[src/rtl/spi_matrix_pkg.sv]
// Shared types and defaults for the matrix SPI receive path.
package spi_matrix_pkg;

  localparam int unsigned SPI_SIZE_DEF     = 24;
  localparam int unsigned WORDS_PER_MATRIX = 128;

  typedef enum logic {IDLE, SHIFT} rx_state_t;

  typedef enum logic [1:0] {ERR_NONE, ERR_PARTIAL, ERR_OVERFLOW, ERR_TIMEOUT} rx_err_t;

endpackage

[src/rtl/sync_edge_detect.sv]
// Multi-flop synchronizer for one asynchronous input plus a rising-edge strobe on the synced value.
module sync_edge_detect #(
  parameter int unsigned SYNC_STAGES = 2
) (
  input  logic clk,
  input  logic I_rst_n,
  input  logic async_i,
  output logic sync_o,
  output logic rise_o
);

  logic [SYNC_STAGES-1:0] r_sync;
  logic                   r_prev;

  always_ff @(posedge clk) begin
    if (!I_rst_n) begin
      r_sync <= '0;
      r_prev <= 1'b0;
    end else begin
      r_sync <= {r_sync[SYNC_STAGES-2:0], async_i};
      r_prev <= r_sync[SYNC_STAGES-1];
    end
  end

  assign sync_o = r_sync[SYNC_STAGES-1];
  assign rise_o = sync_o & ~r_prev;

endmodule

[src/rtl/spi_matrix_rx.sv]
// Oversampling SPI word deserializer with per-frame word indexing and error reporting.
// Optional macro SPI_MATRIX_RX_EXTRA_BIT_EN: one extra trailing bit per word on extra_bit_o.
module spi_matrix_rx
  import spi_matrix_pkg::*;
#(
  parameter int unsigned SPI_SIZE        = SPI_SIZE_DEF,
  parameter int unsigned MSB_FIRST       = 1,
  parameter int unsigned WORDS_PER_FRAME = WORDS_PER_MATRIX,
  parameter int unsigned SYNC_STAGES     = 2,
  parameter int unsigned TIMEOUT_CYCLES  = 1000
) (
  input  logic                               clk,
  input  logic                               I_rst_n,
  input  logic                               spi_clk_i,
  input  logic                               spi_mosi_i,
  input  logic                               latch_i,
  output logic [SPI_SIZE-1:0]                word_o,
  output logic                               word_valid_o,
  output logic [$clog2(WORDS_PER_FRAME)-1:0] word_idx_o,
  output logic                               frame_done_o,
  output logic [$clog2(WORDS_PER_FRAME):0]   frame_words_o,
  output logic                               err_o,
`ifdef SPI_MATRIX_RX_EXTRA_BIT_EN
  output logic                               extra_bit_o,
`endif
  output logic [1:0]                         err_code_o
);

`ifdef SPI_MATRIX_RX_EXTRA_BIT_EN
  localparam int unsigned BITS = SPI_SIZE + 1;
`else
  localparam int unsigned BITS = SPI_SIZE;
`endif
  localparam int unsigned CNT_W  = $clog2(BITS + 1);
  localparam int unsigned IDX_W  = $clog2(WORDS_PER_FRAME);
  localparam int unsigned WCNT_W = IDX_W + 1;
  localparam int unsigned TO_W   = $clog2(TIMEOUT_CYCLES + 1);

  localparam logic [CNT_W-1:0]  LAST_BIT = CNT_W'(BITS - 1);
  localparam logic [WCNT_W-1:0] WPF_C    = WCNT_W'(WORDS_PER_FRAME);
  localparam logic [TO_W-1:0]   TO_LAST  = TO_W'(TIMEOUT_CYCLES - 1);

  logic w_clk_rise, w_mosi_sync, w_latch_rise;
  logic w_unused_clk_sync, w_unused_mosi_rise, w_unused_latch_sync;

  sync_edge_detect #(.SYNC_STAGES(SYNC_STAGES)) u_sync_clk (
    .clk    (clk),
    .I_rst_n(I_rst_n),
    .async_i(spi_clk_i),
    .sync_o (w_unused_clk_sync),
    .rise_o (w_clk_rise)
  );

  sync_edge_detect #(.SYNC_STAGES(SYNC_STAGES)) u_sync_mosi (
    .clk    (clk),
    .I_rst_n(I_rst_n),
    .async_i(spi_mosi_i),
    .sync_o (w_mosi_sync),
    .rise_o (w_unused_mosi_rise)
  );

  sync_edge_detect #(.SYNC_STAGES(SYNC_STAGES)) u_sync_latch (
    .clk    (clk),
    .I_rst_n(I_rst_n),
    .async_i(latch_i),
    .sync_o (w_unused_latch_sync),
    .rise_o (w_latch_rise)
  );

  logic r_mosi_d, r_rise, r_bit, r_latch;

  rx_state_t           r_state, w_state_nxt;
  logic [BITS-1:0]     r_shift, w_shift_nxt, w_shift_in;
  logic [CNT_W-1:0]    r_bit_cnt, w_bit_cnt_nxt;
  logic [TO_W-1:0]     r_idle_cnt, w_idle_cnt_nxt;
  logic [WCNT_W-1:0]   r_word_cnt, w_word_cnt_nxt;

  logic [SPI_SIZE-1:0] r_word, w_word_nxt, w_word_data;
  logic                r_word_valid, w_word_valid_nxt;
  logic [IDX_W-1:0]    r_word_idx, w_word_idx_nxt;
  logic                r_frame_done, w_frame_done_nxt;
  logic [WCNT_W-1:0]   r_frame_words, w_frame_words_nxt;
  logic                r_err, w_err_nxt;
  rx_err_t             r_err_code, w_err_code_nxt;
  logic                w_complete;

  // The mosi delay lines its sample up with the registered clock edge strobe.
  always_ff @(posedge clk) begin
    if (!I_rst_n) begin
      r_mosi_d <= 1'b0;
      r_rise   <= 1'b0;
      r_bit    <= 1'b0;
      r_latch  <= 1'b0;
    end else begin
      r_mosi_d <= w_mosi_sync;
      r_rise   <= w_clk_rise;
      r_bit    <= r_mosi_d;
      r_latch  <= w_latch_rise;
    end
  end

  always_comb begin
    if (MSB_FIRST != 0) w_shift_in = {r_shift[BITS-2:0], r_bit};
    else                w_shift_in = {r_bit, r_shift[BITS-1:1]};
  end

`ifdef SPI_MATRIX_RX_EXTRA_BIT_EN
  logic r_extra, w_extra_data;

  // The trailing wire bit is the extra bit regardless of data bit order.
  assign w_word_data  = (MSB_FIRST != 0) ? w_shift_in[BITS-1:1] : w_shift_in[SPI_SIZE-1:0];
  assign w_extra_data = (MSB_FIRST != 0) ? w_shift_in[0] : w_shift_in[BITS-1];

  always_ff @(posedge clk) begin
    if (!I_rst_n)              r_extra <= 1'b0;
    else if (w_word_valid_nxt) r_extra <= w_extra_data;
  end

  assign extra_bit_o = r_extra;
`else
  assign w_word_data = w_shift_in;
`endif

  assign w_complete = r_rise && (r_state == SHIFT) && (r_bit_cnt == LAST_BIT);

  always_comb begin
    w_state_nxt       = r_state;
    w_shift_nxt       = r_shift;
    w_bit_cnt_nxt     = r_bit_cnt;
    w_idle_cnt_nxt    = r_idle_cnt;
    w_word_cnt_nxt    = r_word_cnt;
    w_word_nxt        = r_word;
    w_word_valid_nxt  = 1'b0;
    w_word_idx_nxt    = r_word_idx;
    w_frame_done_nxt  = 1'b0;
    w_frame_words_nxt = '0;
    w_err_nxt         = 1'b0;
    w_err_code_nxt    = ERR_NONE;

    unique case (r_state)
      IDLE: begin
        if (r_rise) begin
          w_shift_nxt    = w_shift_in;
          w_bit_cnt_nxt  = CNT_W'(1);
          w_idle_cnt_nxt = '0;
          w_state_nxt    = SHIFT;
        end
      end
      SHIFT: begin
        if (r_rise) begin
          w_shift_nxt    = w_shift_in;
          w_idle_cnt_nxt = '0;
          if (w_complete) begin
            w_state_nxt   = IDLE;
            w_bit_cnt_nxt = '0;
            if (r_word_cnt < WPF_C) begin
              w_word_nxt       = w_word_data;
              w_word_valid_nxt = 1'b1;
              w_word_idx_nxt   = r_word_cnt[IDX_W-1:0];
              w_word_cnt_nxt   = r_word_cnt + WCNT_W'(1);
            end else begin
              w_err_nxt      = 1'b1;
              w_err_code_nxt = ERR_OVERFLOW;
            end
          end else begin
            w_bit_cnt_nxt = r_bit_cnt + CNT_W'(1);
          end
        end else if (r_idle_cnt == TO_LAST) begin
          w_state_nxt    = IDLE;
          w_bit_cnt_nxt  = '0;
          w_idle_cnt_nxt = '0;
          w_err_nxt      = 1'b1;
          w_err_code_nxt = ERR_TIMEOUT;
        end else begin
          w_idle_cnt_nxt = r_idle_cnt + TO_W'(1);
        end
      end
      default: w_state_nxt = IDLE;
    endcase

    // A word finishing on the latch cycle is counted before the frame closes.
    if (r_latch) begin
      w_frame_done_nxt  = 1'b1;
      w_frame_words_nxt = w_word_cnt_nxt;
      w_word_cnt_nxt    = '0;
      if ((r_state == SHIFT) && (r_bit_cnt != '0) && !w_complete) begin
        w_state_nxt    = IDLE;
        w_bit_cnt_nxt  = '0;
        w_idle_cnt_nxt = '0;
        w_err_nxt      = 1'b1;
        w_err_code_nxt = ERR_PARTIAL;
      end
    end
  end

  always_ff @(posedge clk) begin
    if (!I_rst_n) begin
      r_state       <= IDLE;
      r_shift       <= '0;
      r_bit_cnt     <= '0;
      r_idle_cnt    <= '0;
      r_word_cnt    <= '0;
      r_word        <= '0;
      r_word_valid  <= 1'b0;
      r_word_idx    <= '0;
      r_frame_done  <= 1'b0;
      r_frame_words <= '0;
      r_err         <= 1'b0;
      r_err_code    <= ERR_NONE;
    end else begin
      r_state       <= w_state_nxt;
      r_shift       <= w_shift_nxt;
      r_bit_cnt     <= w_bit_cnt_nxt;
      r_idle_cnt    <= w_idle_cnt_nxt;
      r_word_cnt    <= w_word_cnt_nxt;
      r_word        <= w_word_nxt;
      r_word_valid  <= w_word_valid_nxt;
      r_word_idx    <= w_word_idx_nxt;
      r_frame_done  <= w_frame_done_nxt;
      r_frame_words <= w_frame_words_nxt;
      r_err         <= w_err_nxt;
      r_err_code    <= w_err_code_nxt;
    end
  end

  assign word_o        = r_word;
  assign word_valid_o  = r_word_valid;
  assign word_idx_o    = r_word_idx;
  assign frame_done_o  = r_frame_done;
  assign frame_words_o = r_frame_words;
  assign err_o         = r_err;
  assign err_code_o    = r_err_code;

endmodule
[config.mk]
export PLATFORM = sky130hd
export DESIGN_NAME = spi_matrix_rx
export DESIGN_NICKNAME = d
export VERILOG_FILES = /design/src/rtl/spi_matrix_pkg.sv /design/src/rtl/sync_edge_detect.sv /design/src/rtl/spi_matrix_rx.sv
export SDC_FILE = /design/constraint.sdc
export NUM_CORES = 1
export LEC_CHECK = 0
export ABC_AREA = 1
export ABC_CLOCK_PERIOD_IN_PS = 4000
export CORE_MARGIN = 8
export CORE_UTILIZATION = 58
export DETAILED_ROUTE_END_ITERATION = 10
export HOLD_SLACK_MARGIN = 0.06
export PLACE_DENSITY = 0.83
export SLEW_MARGIN = 20
export SYNTH_ARGS = -nofsm -noshare
export SYNTH_HDL_FRONTEND = slang
export SYNTH_SLANG_ARGS = --single-unit
[constraint.sdc]
create_clock -name clk -period 4 [get_ports clk]
set_clock_uncertainty 0.2 [all_clocks]
set_input_delay 0.6 -clock clk [delete_from_list [all_inputs] [get_ports clk]]
set_output_delay 0.6 -clock clk [all_outputs]
set_load 0.005 [all_outputs]
==> Yosys cells after proc, flatten, opt, wreduce, memory -nomap -nowiden <==
Cells that the tools add are included.
{ "totals": {"in_bits": 5, "reg_bits": 103} }
{ "op_classes": {"magnitude_cmp": 1, "reduce_logical": 10, "n_mux": 41, "n_addsub": 3, "bitwise": 6, "eq_ne": 2} }
{ "op_table": {"columns": ["operator", "count"], "rows": [
  ["10-bit two-way mux", 5],
  ["8-bit two-way mux", 4],
  ["5-bit two-way mux", 6],
  ["23-bit two-way mux", 1],
  ["10-bit case mux with 2 select lines", 1],
  ["1-bit two-way mux", 15],
  ["2-bit two-way mux", 7],
  ["10-bit by 1-bit adder with 10-bit output, second input constant", 1],
  ["10-bit == test, second input constant", 1],
  ["5-bit case mux with 2 select lines", 1],
  ["8-bit by 1-bit adder with 8-bit output, second input constant", 1],
  ["8-bit less-than comparator, second input constant", 1],
  ["4-bit AND reduction", 2],
  ["5-bit by 1-bit adder with 5-bit output, second input constant", 1],
  ["5-bit == test, second input constant", 1],
  ["5-bit nonzero test", 1],
  ["1-bit logical AND", 4],
  ["1-bit inverter", 4],
  ["1-bit bitwise AND", 2],
  ["1-bit case mux with 2 select lines", 1],
  ["2-bit AND reduction", 1],
  ["2-bit OR reduction", 1],
  ["1-bit logical NOT", 1]
]} }

==> Longest topological paths before layout <==
{ "logic_depth": {"depth_word": 7, "ltp_mapped": 10} }

==> By module <==
Synthesis repeated with hierarchy kept, for this count alone.
{ "hier_totals": {"cells_unflattened": 500, "area_unflattened_um2": 3927.5} }
{ "by_module_without_submodules": {"columns": ["mod", "n_inst", "seq_area_each_um2", "area_each_um2", "cells_each"], "rows": [
  ["spi_matrix_rx", 1, 1901.8, 3649.8, 467],
  ["sync_edge_detect", 3, 60.1, 92.6, 11]
]} }

==> Least setup slack after synthesis <==
OpenSTA, ideal clock, no wires.
{ "synth_timing": {"kind": "register to register", "from": "register r_bit_cnt[0]", "to": "register r_word_cnt[6]", "path_stages_with_launch": 10, "path_slack_ns": 2.421, "required_time_ns": 3.676, "period_less_slack_ns": 1.579, "n_path_buf": 1, "arrival_time_ns": 1.255, "setup_ns": 0.124, "path_cell_list": "dfxtp_1 -> ha_1 -> nand2_2 -> nor2_4 -> nand3_4 -> inv_2 -> buf_4 -> nand4_1 -> nand2_1 -> nor2_1"} }
{ "synth_between": {"elab_chain_len": 5} }
{ "synth_lines": {"columns": ["item", "line_no", "text"], "rows": [
  ["start: declaration", "spi_matrix_rx.sv:74", "logic [CNT_W-1:0] r_bit_cnt, w_bit_cnt_nxt;"],
  ["start signal: assignment", "spi_matrix_rx.sv:213", "r_bit_cnt <= w_bit_cnt_nxt;"],
  ["5-bit == test", "spi_matrix_rx.sv:124", "assign w_complete = r_rise && (r_state == SHIFT) && (r_bit_cnt == LAST_BIT);"],
  ["1-bit logical AND", "spi_matrix_rx.sv:124", null],
  ["8-bit two-way mux", "spi_matrix_rx.sv:153", "if (w_complete) begin"],
  ["8-bit two-way mux", "spi_matrix_rx.sv:150", "if (r_rise) begin"],
  ["8-bit two-way mux", "spi_matrix_rx.sv:140", "unique case (r_state)"],
  ["end signal: assignment", "spi_matrix_rx.sv:215", "r_word_cnt <= w_word_cnt_nxt;"],
  ["end: declaration", "spi_matrix_rx.sv:76", "logic [WCNT_W-1:0] r_word_cnt, w_word_cnt_nxt;"]
]} }
No other way between the ends.
A chain may end at the register's enable or synchronous reset.

==> Worst setup path in the final report <==
{ "layout_timing": {"from": "register r_rise", "to": "register r_frame_words[6], in the netlist frame_words_o[6]"} }
{ "layout_between": {"elab_chain_len": 5} }
{ "layout_lines": {"columns": ["item", "line_no", "text"], "rows": [
  ["start: declaration", "spi_matrix_rx.sv:70", "logic r_mosi_d, r_rise, r_bit, r_latch;"],
  ["start signal: assignment", "spi_matrix_rx.sv:96", "r_rise <= w_clk_rise;"],
  ["1-bit logical AND (2 in series)", "spi_matrix_rx.sv:124", null],
  ["8-bit two-way mux", "spi_matrix_rx.sv:153", null],
  ["8-bit two-way mux (*)", "spi_matrix_rx.sv:150", null],
  ["8-bit two-way mux (*)", "spi_matrix_rx.sv:140", null],
  ["end signal: assignment", "spi_matrix_rx.sv:220", "r_frame_words <= w_frame_words_nxt;"],
  ["end: declaration", "spi_matrix_rx.sv:82", "logic [WCNT_W-1:0] r_frame_words, w_frame_words_nxt;"]
]} }
Mark *: on every way between the ends. The rest lies on a longest branch, timed or not.

==> out/qor.csv <==
metric;value;unit
P&R area growth vs syn;18.2;%
CP Capture Type;flop;
yosys synthesis warning count;0;
Total GRT Usage;17.6;%
clk_lat worst skew;0.36;ns
detailed-route via count;3351;
Max-Cap Viols;0;
maximum vdd drop;0.243;mV
Die ar.;0.00952;mm2
CP required;4.04;ns
wire per inst;13.1;um
Slew Limit Fails;0;
maximum fanout along the worst path;40;
Synth Cell Area;0.00386;mm2
Design Area, Final;0.00456;mm2
Slew headroom;50.2;%
Tcrit/Tclk final;62.8;%
setup_tns;0;ns
layout cells sized above 1;5.44;%
Avg Cell Area, Syn;7.61;um2
Min-Delay Path Class;flop to flop;
drt initial violations;256;
Tmin final;2.51;ns
PwrDens;387;mW/mm2
register area share after synthesis;53.4;%
Yosys cell types;27;
Pwr Total;0.00177;W
Antenna Nets Post-Route;0;
Post-CTS Setup Bufs;0;
Hold-fix buffers, CTS;0;
Final HPWL DP;5.49;mm
core area;0.00639;mm2
Initial Util;60.4;%
Port Buffers;48;
Synth Register Bits;103;
status;completed;
initial antenna violation count;0;
most frequent cells in the layout;nand2_1 (118), dfxtp_1 (103), nor2_1 (93);
Layout fillers;509;
CTS max path bufs;2;
total clock sinks;103;
clock slew at reported path FFs;0.10;ns
RSZ-0062 raised after global routing;false;
Final Hold Vio Count;0;
register area;0.00206;mm2
worst path arrival time;2.56;ns
worst-margin pin slew;0.742;ns
Placed Area;0.00435;mm2
Detailed Routing Iterations Pass 1;5;
Leakage;1.84;nW
PostCTS Resize Cnt;0;
largest net degree at the start of global routing;43;
first-pass GRT wire length;14.4;mm
GP Congestion;0.881;
post-synth net total;516;
Root Driver;clkbuf_8;
commonest non-fill, non-tap cell in the layout;nand2_1;
H-Tree Depth;3;
die span in x;97.6;um
Setup-failing EPs final;0;
Num CTS Buffers;9;
routed wire length;8.25;mm
Setup crit start kind;flop;
drt drc;0;
Max Fclk;398;MHz
via density per instance;5.34;
nets@finish;555;
ANT cells;0;
critical path type;flop to flop;
vias in the first global route;3210;
Die Y;97.6;um
CTS tree;built;
area of the multi-input gates;0.00154;mm2
IO Pins;49;
Congestion Overflow GR;0;
Syn Inst Count;507;
FP Rows;29;
==> stage by stage <==
step	util [%]	std cells	worst slack [ns]	hold slack, ns
floorplan	-	507	2.42	0.168
global placement	68.1	612	1.37	0.171
detailed placement	68.1	612	1.34	0.177
CTS	71.4	628	1.53	0.193
global route	71.4	628	1.26	0.208
finish	71.4	628	1.49	0.187
==> path summary, 6_finish.rpt <==
| check | start | endpoint | slack [ns] | cells after the start |
|---|---|---|---|---|
| setup / recovery | r_rise | frame_words_o[6] | 1.49 | 8 |
| hold / removal | u_sync_clk.r_prev | r_rise | 0.19 | 1 |
| setup reg to reg | r_rise | frame_words_o[6] | 1.49 | 8 |
| hold reg to reg | u_sync_clk.r_prev | r_rise | 0.19 | 1 |
==> flip-flops by register name (all words and copies together), names as in the netlist, 2 cells and up <==
name	cells
u_sync_clk.r_sync	2
r_word_cnt	8
word_idx_o	7
err_code_o	2
r_shift	23
u_sync_latch.r_sync	2
u_sync_mosi.r_sync	2
r_bit_cnt	5
frame_words_o	8
r_idle_cnt	10
word_o	24
==> worst max-delay path: stages (launching register included) <==
cell	delay, ns
dfxtp_1	0.32
buf_4	0.27
nand2_1	0.12
inv_2	0.13
nand3_4	0.34
inv_2	0.63
nand4_1	0.15
nand2_1	0.14
nor2_1	0.04
==> per-layer routing <==
metal	global-route usage [%]	vias to the layer above	part of all wire, %
met1	19.7	1560	43
li1	-	1677	-
met2	30.6	97	49
met5	0	-	0
met3	4.48	17	5.5
met4	7.93	0	2.1
==> final cells by class <==
class	count	share of cell area, %
Clock buffer	9	2.72
Clock inverter	7	1.89
Multi-Input combinational cell	340	33.7
Inverter	42	3.46
Tap cell	77	2.11
Timing Repair Buffer	50	10.9
Sequential cell	103	45.2
==> where the power goes <==
| part | switching, W | total [W] | internal [W] | leakage, nW |
|---|---|---|---|---|
| clock | 0.000370 | 0.000674 | 0.000305 | 0.105 |
| sequential | 0.00000833 | 0.00105 | 0.00104 | 0.833 |
| combinational | 0.0000322 | 0.0000458 | 0.0000136 | 0.900 |
| total | 0.000410 | 0.00177 | 0.00136 | 1.84 |
==> cells in the mapped netlist, drive strengths merged <==
library cell | n | area (um2)
nand3b | 2 | 18.8
nor3b | 4 | 30.0
nor2 | 94 | 360
o21bai | 1 | 7.51
xnor2 | 1 | 8.76
dfxtp | 103 | 2060
nand2 | 121 | 462
clkinv | 1 | 3.75
ha | 4 | 50.1
xor2 | 3 | 26.3
a21oi | 47 | 235
buf | 9 | 52.6
nand4 | 6 | 37.5
o21ai | 31 | 155
inv | 41 | 154
clkbuf | 13 | 48.8
nor3 | 3 | 15.0
or2 | 3 | 18.8
nand3 | 20 | 113
==> kinds of logic (layout without fill, tap and decap cells) <==
| group | after synthesis | in the layout | synth area share (%) |
|---|---|---|---|
| DFF | 103 | 103 | 53.4 |
| xor gates and xnor gates | 4 | 4 | 0.908 |
| buffers and inverters | 64 | 108 | 6.71 |
| AOI/OAI and AO/OA | 79 | 79 | 10.3 |
| adders and majority gates | 4 | 4 | 1.30 |
| and+or+nand+nor | 253 | 253 | 27.3 |
No activity file was read; power rests on OpenSTA's default activity.
